`src/rtl/instr_fetch_ctrl.sv`:
```
// rtl/instr_fetch_ctrl.sv - fetch controller: PC stepping, imem requests, tagged response FIFO
// Optional misaligned-fetch trap enabled by defining FETCH_MISALIGN_TRAP_EN.
module instr_fetch_ctrl #(
   parameter int FIFO_DEPTH = 2
) (
   input  logic        clk,
   input  logic        reset_n,
   input  logic [31:0] pc,
   output logic [31:0] next_pc,
   input  logic        redirect_valid,
   input  logic [31:0] redirect_pc,
   output logic        imem_req,
   output logic [31:0] imem_addr,
   input  logic        imem_gnt,
   input  logic        imem_rvalid,
   input  logic [31:0] imem_rdata,
`ifdef FETCH_MISALIGN_TRAP_EN
   output logic        fetch_misalign,
`endif
   output logic        if_valid,
   output logic [31:0] if_instr,
   output logic [31:0] if_pc,
   input  logic        if_ready
);
   localparam int CNT_W = $clog2(FIFO_DEPTH + 1);
   localparam int PTR_W = $clog2(FIFO_DEPTH);
   localparam logic [CNT_W:0] DEPTH_W = (CNT_W+1)'(FIFO_DEPTH);

   logic [CNT_W-1:0] outstanding_q, outstanding_d;
   logic [CNT_W-1:0] discard_q, discard_d;
   logic [CNT_W-1:0] of_cnt_q, of_cnt_d;
   logic [PTR_W-1:0] tag_wr_q, tag_wr_d, tag_rd_q, tag_rd_d;
   logic [PTR_W-1:0] of_wr_q, of_wr_d, of_rd_q, of_rd_d;
   logic [31:0]      tag_mem      [FIFO_DEPTH];
   logic [31:0]      of_pc_mem    [FIFO_DEPTH];
   logic [31:0]      of_instr_mem [FIFO_DEPTH];
   logic             pop, credit, misalign, push, rv_ok, of_wr, of_rd;
   logic [CNT_W:0]   committed;

   assign if_valid = (of_cnt_q != '0);
   assign if_instr = if_valid ? of_instr_mem[of_rd_q] : '0;
   assign if_pc    = if_valid ? of_pc_mem[of_rd_q] : '0;

   always_comb begin
      pop       = if_valid & if_ready;
      // in-flight plus buffered slots, counting the entry leaving this cycle as free
      committed = {1'b0, outstanding_q} + {1'b0, of_cnt_q} - (CNT_W+1)'(pop);
      credit    = (committed < DEPTH_W);
`ifdef FETCH_MISALIGN_TRAP_EN
      misalign  = reset_n & ~redirect_valid & (pc[1:0] != 2'b00);
`else
      misalign  = 1'b0;
`endif
      imem_req  = reset_n & credit & ~redirect_valid & ~misalign;
      imem_addr = {pc[31:2], 2'b00};
      push      = imem_req & imem_gnt;

      if (!reset_n)            next_pc = pc;
      else if (redirect_valid) next_pc = redirect_pc;
      else if (push)           next_pc = pc + 32'd4;
      else                     next_pc = pc;

      rv_ok = imem_rvalid & (outstanding_q != '0);
      of_wr = rv_ok & (discard_q == '0) & ~redirect_valid;
      of_rd = pop & ~redirect_valid;

      outstanding_d = outstanding_q + CNT_W'(push) - CNT_W'(rv_ok);
      tag_wr_d      = tag_wr_q + PTR_W'(push);
      tag_rd_d      = tag_rd_q + PTR_W'(rv_ok);

      discard_d = discard_q;
      if (redirect_valid)
         discard_d = outstanding_q - CNT_W'(rv_ok);
      else if (rv_ok && (discard_q != '0))
         discard_d = discard_q - CNT_W'(1);

      if (redirect_valid) begin
         of_cnt_d = '0;
         of_wr_d  = '0;
         of_rd_d  = '0;
      end else begin
         of_cnt_d = of_cnt_q + CNT_W'(of_wr) - CNT_W'(of_rd);
         of_wr_d  = of_wr_q + PTR_W'(of_wr);
         of_rd_d  = of_rd_q + PTR_W'(of_rd);
      end
   end

`ifdef FETCH_MISALIGN_TRAP_EN
   assign fetch_misalign = misalign;
`endif

   always_ff @(posedge clk or negedge reset_n) begin
      if (!reset_n) begin
         outstanding_q <= '0;
         discard_q     <= '0;
         of_cnt_q      <= '0;
         tag_wr_q      <= '0;
         tag_rd_q      <= '0;
         of_wr_q       <= '0;
         of_rd_q       <= '0;
      end else begin
         outstanding_q <= outstanding_d;
         discard_q     <= discard_d;
         of_cnt_q      <= of_cnt_d;
         tag_wr_q      <= tag_wr_d;
         tag_rd_q      <= tag_rd_d;
         of_wr_q       <= of_wr_d;
         of_rd_q       <= of_rd_d;
      end
   end

   // storage arrays need no reset: outputs are masked while the FIFO is empty
   always_ff @(posedge clk) begin
      if (push)
         tag_mem[tag_wr_q] <= pc;
      if (of_wr) begin
         of_pc_mem[of_wr_q]    <= tag_mem[tag_rd_q];
         of_instr_mem[of_wr_q] <= imem_rdata;
      end
   end
endmodule

```
`config.mk`:
```
export PLATFORM = sky130hd
export DESIGN_NAME = instr_fetch_ctrl
export DESIGN_NICKNAME = d
export VERILOG_FILES = /design/src/rtl/instr_fetch_ctrl.sv
export SDC_FILE = /design/constraint.sdc
export NUM_CORES = 1
export LEC_CHECK = 0
export CORE_ASPECT_RATIO = 2
export CORE_MARGIN = 2
export CORE_UTILIZATION = 49
export DETAILED_ROUTE_END_ITERATION = 6
export HOLD_SLACK_MARGIN = 0.15
export PLACE_DENSITY_LB_ADDON = 0.2
export SYNTH_ARGS = -nofsm -noshare
export SYNTH_HDL_FRONTEND = slang
export SYNTH_SLANG_ARGS = --single-unit
```
`constraint.sdc`:
```
create_clock -name clk -period 3.8 [get_ports clk]
set_input_delay 0.38 -clock clk [delete_from_list [all_inputs] [get_ports clk]]
set_output_delay 0.38 -clock clk [all_outputs]
set_load 0.03 [all_outputs]
```
==> impl_metrics.py, run 1 <==
metrics = {
    "run_status": {
        "status": "complete, but fails checks",
        "violations": "setup timing",
    },
    "sta": {
        "min_period_ns": 4.068,
        "layout_setup_ws_ns": -0.2682,
        "slew_headroom": 0.5233,
        "post-route-period-util": 1.071,
        "fin_setup_tns_ns": -2.617,
        "final_hold_viol_count": 0,
        "finalMaxSlewViolations": 0,
        "fmax_ghz": 0.2458,
        "rsz0062_at_grt": "yes",
        "finalSetupViolCount": 20,
        "clock_skew_ns": 0.01598,
        "worst_slew_pin_slew_ns": 0.7150,
    },
    "power_and_ir_drop": {
        "ir_worst_vdd_mv": 0.2761,
        "power_leakage_nw": 4.408,
        "p_per_area_nw_per_um2": 504.6,
    },
    "logic_synthesis": {
        "synth.avg_cell_area_um2": 13.80,
        "synth-edff-count": 192,
        "yosys_warnings": 0,
        "synthArstFlopShare": 0.04950,
        "synth.distinct_cells": 42,
        "synth-seq-area-share": 0.6595,
        "synth_seq_cells": 202,
        "synth_ff_type": "edfxtp_1",
        "synthCells": 661,
        "syn_area_um2": 9121,
    },
    "cts": {
        "numCtsBuffers": 17,
        "path_clk_slew_ns": 0.07,
        "clockBufferDepth": 3,
        "clk_latency_ns": 0.47,
        "cts-root-buf": "clkbuf_16",
        "cts_tree": "done",
        "cts_sinks": 202,
        "cts-htree-levels": 1,
    },
    "floorplanning": {
        "fp.dieW_um": 100.5,
        "io_pins": 232,
        "core-area_um2": 18310,
        "die-area_um2": 19790,
        "start_util": 0.4983,
        "row_count": 70,
        "die_h_um": 197.0,
    },
    "finish": {
        "layout_commonest_cell": "clkdlybuf4s50_1",
        "layout.nets": 1026,
        "diodes": 0,
        "drive_gt1_frac": 0.2057,
        "finalInstanceArea_um2": 12690,
        "most-common-layout-cells": "199 x clkdlybuf4s50_1, 192 x edfxtp_1, 79 x nor2_1",
        "ff_latch_area_um2": 6020,
        "multiInputGateArea_um2": 2948,
        "fillers": 1302,
        "syn2layout_area_growth_pct": 39.14,
    },
    "grt": {
        "grt_max_degree": 66,
        "grt_pass1_wl_um": 36860,
        "globalRouteOverflowTotal": 0,
        "gr-usage-all-layers": 0.2454,
        "antenna_found_initial": 0,
        "first_global_vias": 6790,
    },
    "setup_path": {
        "critPathKind": "register to output port",
        "cp.required_ns": 3.42,
        "crit_chain": "nor2_4, nor2b_2, ha_1, nand2b_4, fa_2, buf_6, nand4b_1, or3_4, or3_4, buf_12, a211oi_4, buf_12",
        "crit_family": "simple AND/OR/NAND/NOR gates",
        "endpoint_kind": "output port",
        "critPathMaxFanout": 4,
        "cp_slowest_cell": "fa_2",
        "cp.buffers_inverters": 3,
        "worstPathArrival_ns": 3.69,
        "critical_path.max_stage_delay_ns": 0.55,
        "cp-start-kind": "register",
    },
    "placed_design": {
        "port_buffers": 229,
        "dpl_cell_area_um2": 11830,
        "hpwl_um": 17350,
        "place_congestion": 1.002,
    },
    "flow_run": {
        "drv_cap": 0,
    },
    "routing": {
        "routed_wl_um": 24090,
        "vias_per_cell": 5.541,
        "detail-route-antenna-nets": 0,
        "routedWlPerCell_um": 21.22,
        "drt_iter0_drc": 219,
        "vias": 6289,
        "drc_errors": 0,
        "dr.pass1.iters": 4,
    },
    "hold_path": {
        "min_path_type": "input pin to async pin",
    },
}
[worst reg2reg max path: stages (launching register included)]
cell and delay [ns]:
dfrtp_1 0.43, nor2_4 0.12, nor2b_2 0.06, ha_1 0.27, nand2b_4 0.14, fa_2 0.55, buf_6 0.10, nand4b_1 0.15
buf_4 0.21, nor2_1 0.13, buf_4 0.14, inv_1 0.04, ha_1 0.26, inv_1 0.04, ha_1 0.17, xnor2_1 0.17
xnor2_1 0.13
[report_power, final]
| group | switching, mW | leakage (nW) | total (mW) | internal (mW) |
|---|---|---|---|---|
| logic | 1.16 | 2.31 | 2.08 | 0.919 |
| registers | 0.0836 | 1.85 | 2.75 | 2.66 |
| clock network | 0.704 | 0.242 | 1.57 | 0.868 |
[logic make-up (layout without fill, tap and decap cells)]
family	Yosys count	count (layout)	synth area share
flops	202	202	0.6595
fa+ha+maj	14	14	0.02003
buf+inv	87	344	0.04979
other cells	1	2	0.0004111
xor+xnor	21	21	0.02017
simple gates	159	159	0.08176
compound gates	73	73	0.04925
mux	104	104	0.1191
[timing repair]
action | in CTS | in global routing
hold buffers | 0 | 0
setup endpoints to repair | 22 | 23
resized for setup | 49 | 18
hold endpoints to repair | 0 | 0
pin swaps | 14 | 8
buffers inserted | 8 | 3
[synthesized netlist by cell type (2+ instances only)]
| master | instances | area share |
|---|---|---|
| nor2_1 | 81 | 0.033 |
| edfxtp_1 | 192 | 0.63 |
| buf_2 | 3 | 0.0016 |
| nor3_1 | 9 | 0.0049 |
| xor2_1 | 8 | 0.0077 |
| nand2b_1 | 2 | 0.0014 |
| a211oi_1 | 4 | 0.0033 |
| nor2b_1 | 3 | 0.0021 |
| or3_1 | 3 | 0.0021 |
| nand3_1 | 13 | 0.0071 |
| o21ai_0 | 5 | 0.0027 |
| buf_4 | 33 | 0.027 |
| mux2i_1 | 68 | 0.075 |
| and4_1 | 4 | 0.0038 |
| buf_1 | 11 | 0.0045 |
| and3_1 | 6 | 0.0041 |
| o32ai_1 | 2 | 0.0019 |
| a21o_1 | 2 | 0.0016 |
| nor4_1 | 12 | 0.0082 |
| clkbuf_1 | 18 | 0.0074 |
| o22ai_1 | 27 | 0.019 |
| mux2_2 | 36 | 0.044 |
| a311oi_1 | 2 | 0.0019 |
| a21oi_1 | 24 | 0.013 |
| xnor2_1 | 13 | 0.012 |
| inv_1 | 22 | 0.0091 |
| nand4_1 | 6 | 0.0041 |
| nand2_1 | 15 | 0.0062 |
| or4_1 | 2 | 0.0016 |
| a31oi_1 | 2 | 0.0014 |
| ha_1 | 13 | 0.018 |
| dfrtp_1 | 10 | 0.027 |
[flip-flops by register name, summed over array words and instances, names as in the netlist]
| name | flops |
|---|---|
| of_pc_mem | 64 |
| tag_wr_q | 1 |
| tag_mem | 64 |
| tag_rd_q | 1 |
| of_rd_q | 1 |
| of_instr_mem | 64 |
| of_wr_q | 1 |
| discard_q | 2 |
| outstanding_q | 2 |
| of_cnt_q | 2 |
[path summary, 6_finish.rpt]
path	start	end	slack [ns]	depth (start not counted)
max reg2reg	of_cnt_q[0]	outstanding_q[1]	0.59	16
max	of_cnt_q[0]	next_pc[25]	-0.27	12
max in group asynchronous	reset_n	of_rd_q	3.00	2
min in group clk	tag_rd_q	tag_rd_q	0.48	1
min	reset_n	discard_q[0]	0.42	2
min reg2reg	tag_rd_q	tag_rd_q	0.48	1
[stage by stage]
| stage | total power, mW | hold WS (ns) | setup WS [ns] | cells | utilization |
|---|---|---|---|---|---|
| after detailed placement | 4.785 | 0.4685 | -0.4359 | 1098 | 0.6464 |
| after floorplan | 3.962 | 0.08441 | 0.04133 | 662 | - |
| after global placement | 4.730 | 0.4632 | -0.4017 | 1098 | 0.6464 |
| final | 6.404 | 0.4236 | -0.2682 | 1135 | 0.6933 |
| after CTS | 6.433 | 0.4021 | -0.2242 | 1133 | 0.6889 |
| after global routing | 6.678 | 0.4367 | -0.3777 | 1135 | 0.6933 |
[metal layers]
| layer | vias to the layer above | track usage | share of wire |
|---|---|---|---|
| met5 | - | 0 | 0 |
| met4 | 0 | 0.1045 | 0.038 |
| met3 | 42 | 0.02979 | 0.041 |
| met2 | 221 | 0.4763 | 0.58 |
| met1 | 3094 | 0.2575 | 0.34 |
| li1 | 2932 | - | - |
[cell type report]
class                      instances  area share
timing repair buffer             294      0.2265
clock inverter                     4    0.001972
sequential                       202      0.4743
tap                              216     0.02130
inverter                          22    0.006507
multi-input combinational        373      0.2323
clock buffer                      24     0.03717
No activity file was read; power rests on OpenSTA's default activity.
==> run 2: changes to the inputs <==
--- a/config.mk
+++ b/config.mk
@@ -7,7 +7,7 @@
 export LEC_CHECK = 0
 export CORE_ASPECT_RATIO = 2
 export CORE_MARGIN = 2
-export CORE_UTILIZATION = 49
+export CORE_UTILIZATION = 53
 export DETAILED_ROUTE_END_ITERATION = 6
 export HOLD_SLACK_MARGIN = 0.15
 export PLACE_DENSITY_LB_ADDON = 0.2
==> constraint.sdc (replaced) <==
create_clock -name clk -period 5.13 [get_ports clk]
set_input_delay 0.513 -clock clk [delete_from_list [all_inputs] [get_ports clk]]
set_output_delay 0.513 -clock clk [all_outputs]
set_load 0.03 [all_outputs]
==> run 2 against run 1 <==
- the flow now finishes without violations
- worst hold slack better by 0.053 ns
- count of clock-buffer cells in the layout is 5 lower
- final cell count is 4.7% lower
- sequential power decreased by 25%
- total power decreased by 25%
- setup slack better by 0.39 ns
- critical path type is now input pin to output port
- largest cell class unchanged
- largest power group unchanged
- highest routed layer unchanged
==> impl_metrics.py, run 2 (synthesized netlist as in run 1, its figures left out) <==
metrics = {
    "run_status": {
        "status": "completed",
    },
    "setup_path": {
        "cp-start-kind": "input pin",
        "cp_common_cell": "clkdlybuf4s50_1",
        "cp.buffers_inverters": 3,
        "cp_slowest_cell": "nor4_1",
        "worstPathArrival_ns": 4.50,
        "crit_family": "buffers and inverters",
        "critical_path.max_stage_delay_ns": 0.75,
        "r2r_cells": 13,
        "critPathMaxFanout": 5,
        "endpoint_kind": "output port",
        "crit_cells": 12,
        "crit_chain": "clkdlybuf4s50_1, nor2b_1, ha_1, nand2b_1, fa_1, nand4b_1, nor4_1, buf_4, nand3_1, xor2_1, a21oi_1, clkdlybuf4s50_1",
        "cp.required_ns": 4.62,
        "critPathKind": "input pin to output port",
    },
    "floorplanning": {
        "core-area_um2": 16850,
        "start_util": 0.5413,
        "die-area_um2": 18340,
        "fp.dieW_um": 96.76,
        "row_count": 67,
        "die_h_um": 189.5,
        "io_pins": 232,
    },
    "power_and_ir_drop": {
        "p_per_area_nw_per_um2": 395.2,
        "ir_worst_vdd_mv": 0.3137,
        "power_leakage_nw": 4.011,
        "p_total_mw": 4.786,
    },
    "finish": {
        "drive_gt1_frac": 0.1040,
        "syn2layout_area_growth_pct": 32.77,
        "layout_commonest_cell": "clkdlybuf4s50_1",
        "top_regs": "of_instr_mem: 64 flops, of_pc_mem: 64 flops, tag_mem: 64 flops",
        "fillers": 1136,
        "layout.cells.non_filler": 1082,
        "ff_latch_area_um2": 6020,
        "diodes": 0,
        "finalInstanceArea_um2": 12110,
        "layout.nets": 979,
        "multiInputGateArea_um2": 2693,
        "most-common-layout-cells": "228 x clkdlybuf4s50_1, 192 x edfxtp_1, 80 x nor2_1",
    },
    "routing": {
        "drt_iter0_drc": 329,
        "vias": 6190,
        "routedWlPerCell_um": 20.85,
        "routed_wl_um": 22560,
        "detail-route-antenna-nets": 0,
        "drc_errors": 0,
        "vias_per_cell": 5.721,
        "dr.pass1.iters": 5,
    },
    "grt": {
        "globalRouteOverflowTotal": 0,
        "gr-usage-all-layers": 0.2376,
        "antenna_found_initial": 0,
        "grt_pass1_wl_um": 33910,
        "grt_max_degree": 66,
        "first_global_vias": 6451,
    },
    "placed_design": {
        "dpl_cell_area_um2": 11510,
        "port_buffers": 229,
        "pre_cts_slack_ns": 0.2495,
        "placedCellCount": 1050,
        "hpwl_um": 15990,
        "place_congestion": 1.006,
    },
    "cts": {
        "post_cts_buffers": 0,
        "cts_sinks": 202,
        "numCtsBuffers": 18,
        "cts_tree": "done",
        "clk_latency_ns": 0.47,
        "cts-htree-levels": 1,
        "cts_hold_buffers": 0,
        "path_clk_slew_ns": 0.07,
        "cts.repair.resized": 0,
        "clockBufferDepth": 3,
        "cts-root-buf": "clkbuf_16",
    },
    "sta": {
        "finalSetupViolCount": 0,
        "clock_skew_ns": 0.008777,
        "finalMaxSlewViolations": 0,
        "layout_setup_ws_ns": 0.1179,
        "rsz0062_at_grt": "no",
        "worst_slew_pin_slew_ns": 0.9622,
        "post-route-period-util": 0.9770,
        "fmax_ghz": 0.1995,
        "final_hold_viol_count": 0,
        "min_period_ns": 5.012,
        "slew_headroom": 0.3586,
        "fin_setup_tns_ns": 0,
    },
    "hold_path": {
        "min_path_type": "register to register",
        "hold_depth": 1,
    },
    "flow_run": {
        "drv_cap": 0,
    },
}
==> run 2: area by class of cell <==
| type | instances | area share |
|---|---|---|
| inverters | 22 | 0.006819 |
| clock buffers | 19 | 0.03926 |
| flip-flops and latches | 202 | 0.4971 |
| well taps | 207 | 0.02139 |
| repair buffers | 246 | 0.2027 |
| clock inverters | 13 | 0.01043 |
| multi-input cells | 373 | 0.2223 |
==> run 2: where the power goes <==
part | internal, mW | switching [mW] | leakage [nW] | total (mW)
registers | 1.97 | 0.0722 | 1.85 | 2.05
clock network | 0.783 | 0.565 | 0.304 | 1.35
logic | 0.598 | 0.794 | 1.85 | 1.39
total | 3.35 | 1.43 | 4.01 | 4.79
==> run 2: through the flow <==
step | utilization | hold WS, ns
after CTS | 0.7187 | 0.4783
after global routing | 0.7187 | 0.4810
after detailed placement | 0.6830 | 0.4653
after floorplan | - | 0.2174
final | 0.7187 | 0.4768
after global placement | 0.6830 | 0.4624
==> run 2: worst reg2reg max path, cell delays in order (launching register included) <==
cell and delay (ns):
dfrtp_1 0.42, nor2_4 0.06, nor2b_1 0.18, ha_1 0.25
nand2b_1 0.15, fa_1 0.52, nand4b_1 0.23, nor2_1 0.59
inv_1 0.10, ha_1 0.29, inv_1 0.04, ha_1 0.18
xnor2_1 0.17, xnor2_1 0.13
==> run 2: per-layer routing <==
layer  track usage  part of all wire  vias up  wire (um)
li1              -                 -     2851          -
met1        0.2575              0.35     2994       8004
met2        0.4383              0.54      281      12190
met3       0.03138             0.052       64       1170
met4        0.1376             0.053        0       1191
met5             0                 0        -          0
==> run 2: worst paths after layout <==
kind / start / slack, ns / endpoint
worst max-delay path: if_ready / 0.12 / next_pc[13]
worst min-delay path: tag_rd_q / 0.48 / tag_rd_q
worst max register to register: of_cnt_q[1] / 1.74 / outstanding_q[1]
worst min register to register: tag_rd_q / 0.48 / tag_rd_q
max in group asynchronous: reset_n / 4.33 / of_rd_q
min in group asynchronous: reset_n / 0.61 / of_rd_q
==> run 3: changes to the inputs <==
--- a/config.mk
+++ b/config.mk
@@ -7,7 +7,7 @@
 export LEC_CHECK = 0
 export CORE_ASPECT_RATIO = 2
 export CORE_MARGIN = 2
-export CORE_UTILIZATION = 53
+export CORE_UTILIZATION = 45
 export DETAILED_ROUTE_END_ITERATION = 6
 export HOLD_SLACK_MARGIN = 0.15
 export PLACE_DENSITY_LB_ADDON = 0.2
==> constraint.sdc (replaced) <==
create_clock -name clk -period 4.25 [get_ports clk]
set_input_delay 0.425 -clock clk [delete_from_list [all_inputs] [get_ports clk]]
set_output_delay 0.425 -clock clk [all_outputs]
set_load 0.03 [all_outputs]
==> run 3 against run 2 <==
- clock power increased by 5%
- utilization decreased by 9.9 points
- combinational power increased by 27%
- non-clock buffer count increased by 23
- cell area increased by 1.9%
- setup slack improved by 0.023 ns
==> impl_metrics.py, run 3 (synthesized netlist as in run 1, its figures left out) <==
metrics = {
    "run_status": {
        "status": "completed",
    },
    "routing": {
        "drc_errors": 0,
        "detail-route-antenna-nets": 0,
        "vias": 6168,
        "dr.pass1.iters": 5,
        "drt_iter0_drc": 311,
        "vias_per_cell": 5.340,
        "routed_wl_um": 23200,
        "routedWlPerCell_um": 20.08,
    },
    "cts": {
        "numCtsBuffers": 17,
        "cts_tree": "done",
        "clk_latency_ns": 0.46,
        "cts-htree-levels": 1,
        "cts_sinks": 202,
        "path_clk_slew_ns": 0.07,
        "cts-root-buf": "clkbuf_16",
        "clockBufferDepth": 3,
    },
    "placed_design": {
        "place_congestion": 0.8881,
        "port_buffers": 229,
        "hpwl_um": 16610,
        "placedCellCount": 1127,
        "pre_cts_slack_ns": -0.02126,
    },
    "finish": {
        "top_regs": "of_instr_mem: 64 flops, of_pc_mem: 64 flops, tag_mem: 64 flops",
        "ff_latch_area_um2": 6022,
        "diodes": 0,
        "multiInputGateArea_um2": 2754,
        "syn2layout_area_growth_pct": 35.30,
        "layout.cells.non_filler": 1155,
        "most-common-layout-cells": "203 x clkdlybuf4s50_1, 192 x edfxtp_1, 80 x nor2_1",
        "layout_commonest_cell": "clkdlybuf4s50_1",
        "fillers": 1609,
        "layout.nets": 1001,
        "drive_gt1_frac": 0.1534,
    },
    "sta": {
        "finalSetupViolCount": 0,
        "fin_setup_tns_ns": 0,
        "fmax_ghz": 0.2433,
        "slew_headroom": 0.4577,
        "min_period_ns": 4.109,
        "rsz0062_at_grt": "yes",
        "finalMaxSlewViolations": 0,
        "whs_ns": 0.4323,
        "worst_slew_pin_slew_ns": 0.8134,
        "clock_skew_ns": 0.007791,
        "final_hold_viol_count": 0,
        "layout_setup_ws_ns": 0.1407,
        "post-route-period-util": 0.9669,
    },
    "floorplanning": {
        "core-area_um2": 19910,
        "io_pins": 232,
        "fp.dieW_um": 104.7,
        "die-area_um2": 21490,
        "start_util": 0.4581,
        "row_count": 73,
        "die_h_um": 205.3,
    },
    "grt": {
        "globalRouteOverflowTotal": 0,
        "antenna_found_initial": 0,
        "grt_pass1_wl_um": 34780,
        "gr-usage-all-layers": 0.2094,
        "grt_max_degree": 66,
        "first_global_vias": 6457,
    },
    "flow_run": {
        "drv_cap": 0,
    },
    "setup_path": {
        "endpoint_kind": "output port",
        "worstPathArrival_ns": 3.68,
        "r2r-end": "outstanding_q[1]",
        "r2r_start": "of_cnt_q[1]",
        "cp.required_ns": 3.83,
        "r2r_cells": 16,
        "critPathKind": "register to output port",
        "crit_start": "of_cnt_q[1]",
        "rrSetupSlack_ns": 0.89,
        "cp-start-kind": "register",
        "endpoint": "next_pc[29]",
        "critPathMaxFanout": 3,
    },
    "power_and_ir_drop": {
        "p_total_mw": 5.656,
        "p_per_area_nw_per_um2": 458.3,
        "ir_worst_vdd_mv": 0.2427,
        "power_leakage_nw": 4.149,
    },
    "hold_path": {
        "min_path_type": "input pin to async pin",
    },
}
run 3: how the worst min path moves through the flow:
| stage | from | endpoint | slack, ns | cells past startpoint |
|---|---|---|---|---|
| 2_1_floorplan | reset_n | discard_q[0] | 0.13 | 0 |
| 3_3_place_gp | tag_rd_q | tag_rd_q | 0.46 | 1 |
| 3_5_place_dp | tag_rd_q | tag_rd_q | 0.47 | 1 |
| 4_1_cts | reset_n | of_cnt_q[0] | 0.41 | 2 |
| 5_1_grt | reset_n | of_rd_q | 0.45 | 2 |
| 6_report | reset_n | outstanding_q[1] | 0.43 | 2 |
run 3: critical path: stages (launching register included):
cell	delay, ns
dfrtp_2	0.44
nor2_4	0.13
nor2b_2	0.05
ha_1	0.26
nand2b_4	0.14
fa_1	0.52
buf_6	0.12
nand4b_1	0.16
nor4_1	0.22
or4b_4	0.53
o311a_1	0.31
nor3_2	0.17
buf_4	0.18
run 3: layer usage:
| metal | global-route usage | part of all wire |
|---|---|---|
| met5 | 0 | 0 |
| met4 | 0.08905 | 0.036 |
| met3 | 0.03073 | 0.049 |
| met2 | 0.4162 | 0.57 |
| met1 | 0.2135 | 0.34 |
run 3: through the flow:
step | utilization | instance area (um2)
after floorplan | - | 9125
after global placement | 0.5909 | 11770
after detailed placement | 0.5909 | 11770
after CTS | 0.6164 | 12270
after global routing | 0.6198 | 12340
final | 0.6198 | 12340
run 3: what timing repair did:
item	in CTS	in global routing
gates cloned	0	0
setup buffers	0	1
setup endpoints to repair	4	22
pin swaps	1	2
gates resized for setup	5	13
hold buffers	0	0
run 3: power breakdown:
part,internal (mW),total (mW),switching [mW]
Combinational,0.784,1.76,0.980
Clock,0.799,1.42,0.623
Sequential,2.38,2.47,0.0884
Total,3.96,5.66,1.69
run 3: layout make-up:
class                   instances  area share
inverters                      22    0.006692
clock inverters                 4    0.003751
multi-input cells             373      0.2232
clock buffers                  23     0.03630
well taps                     262     0.02656
repair buffers                269      0.2156
flip-flops and latches        202      0.4880
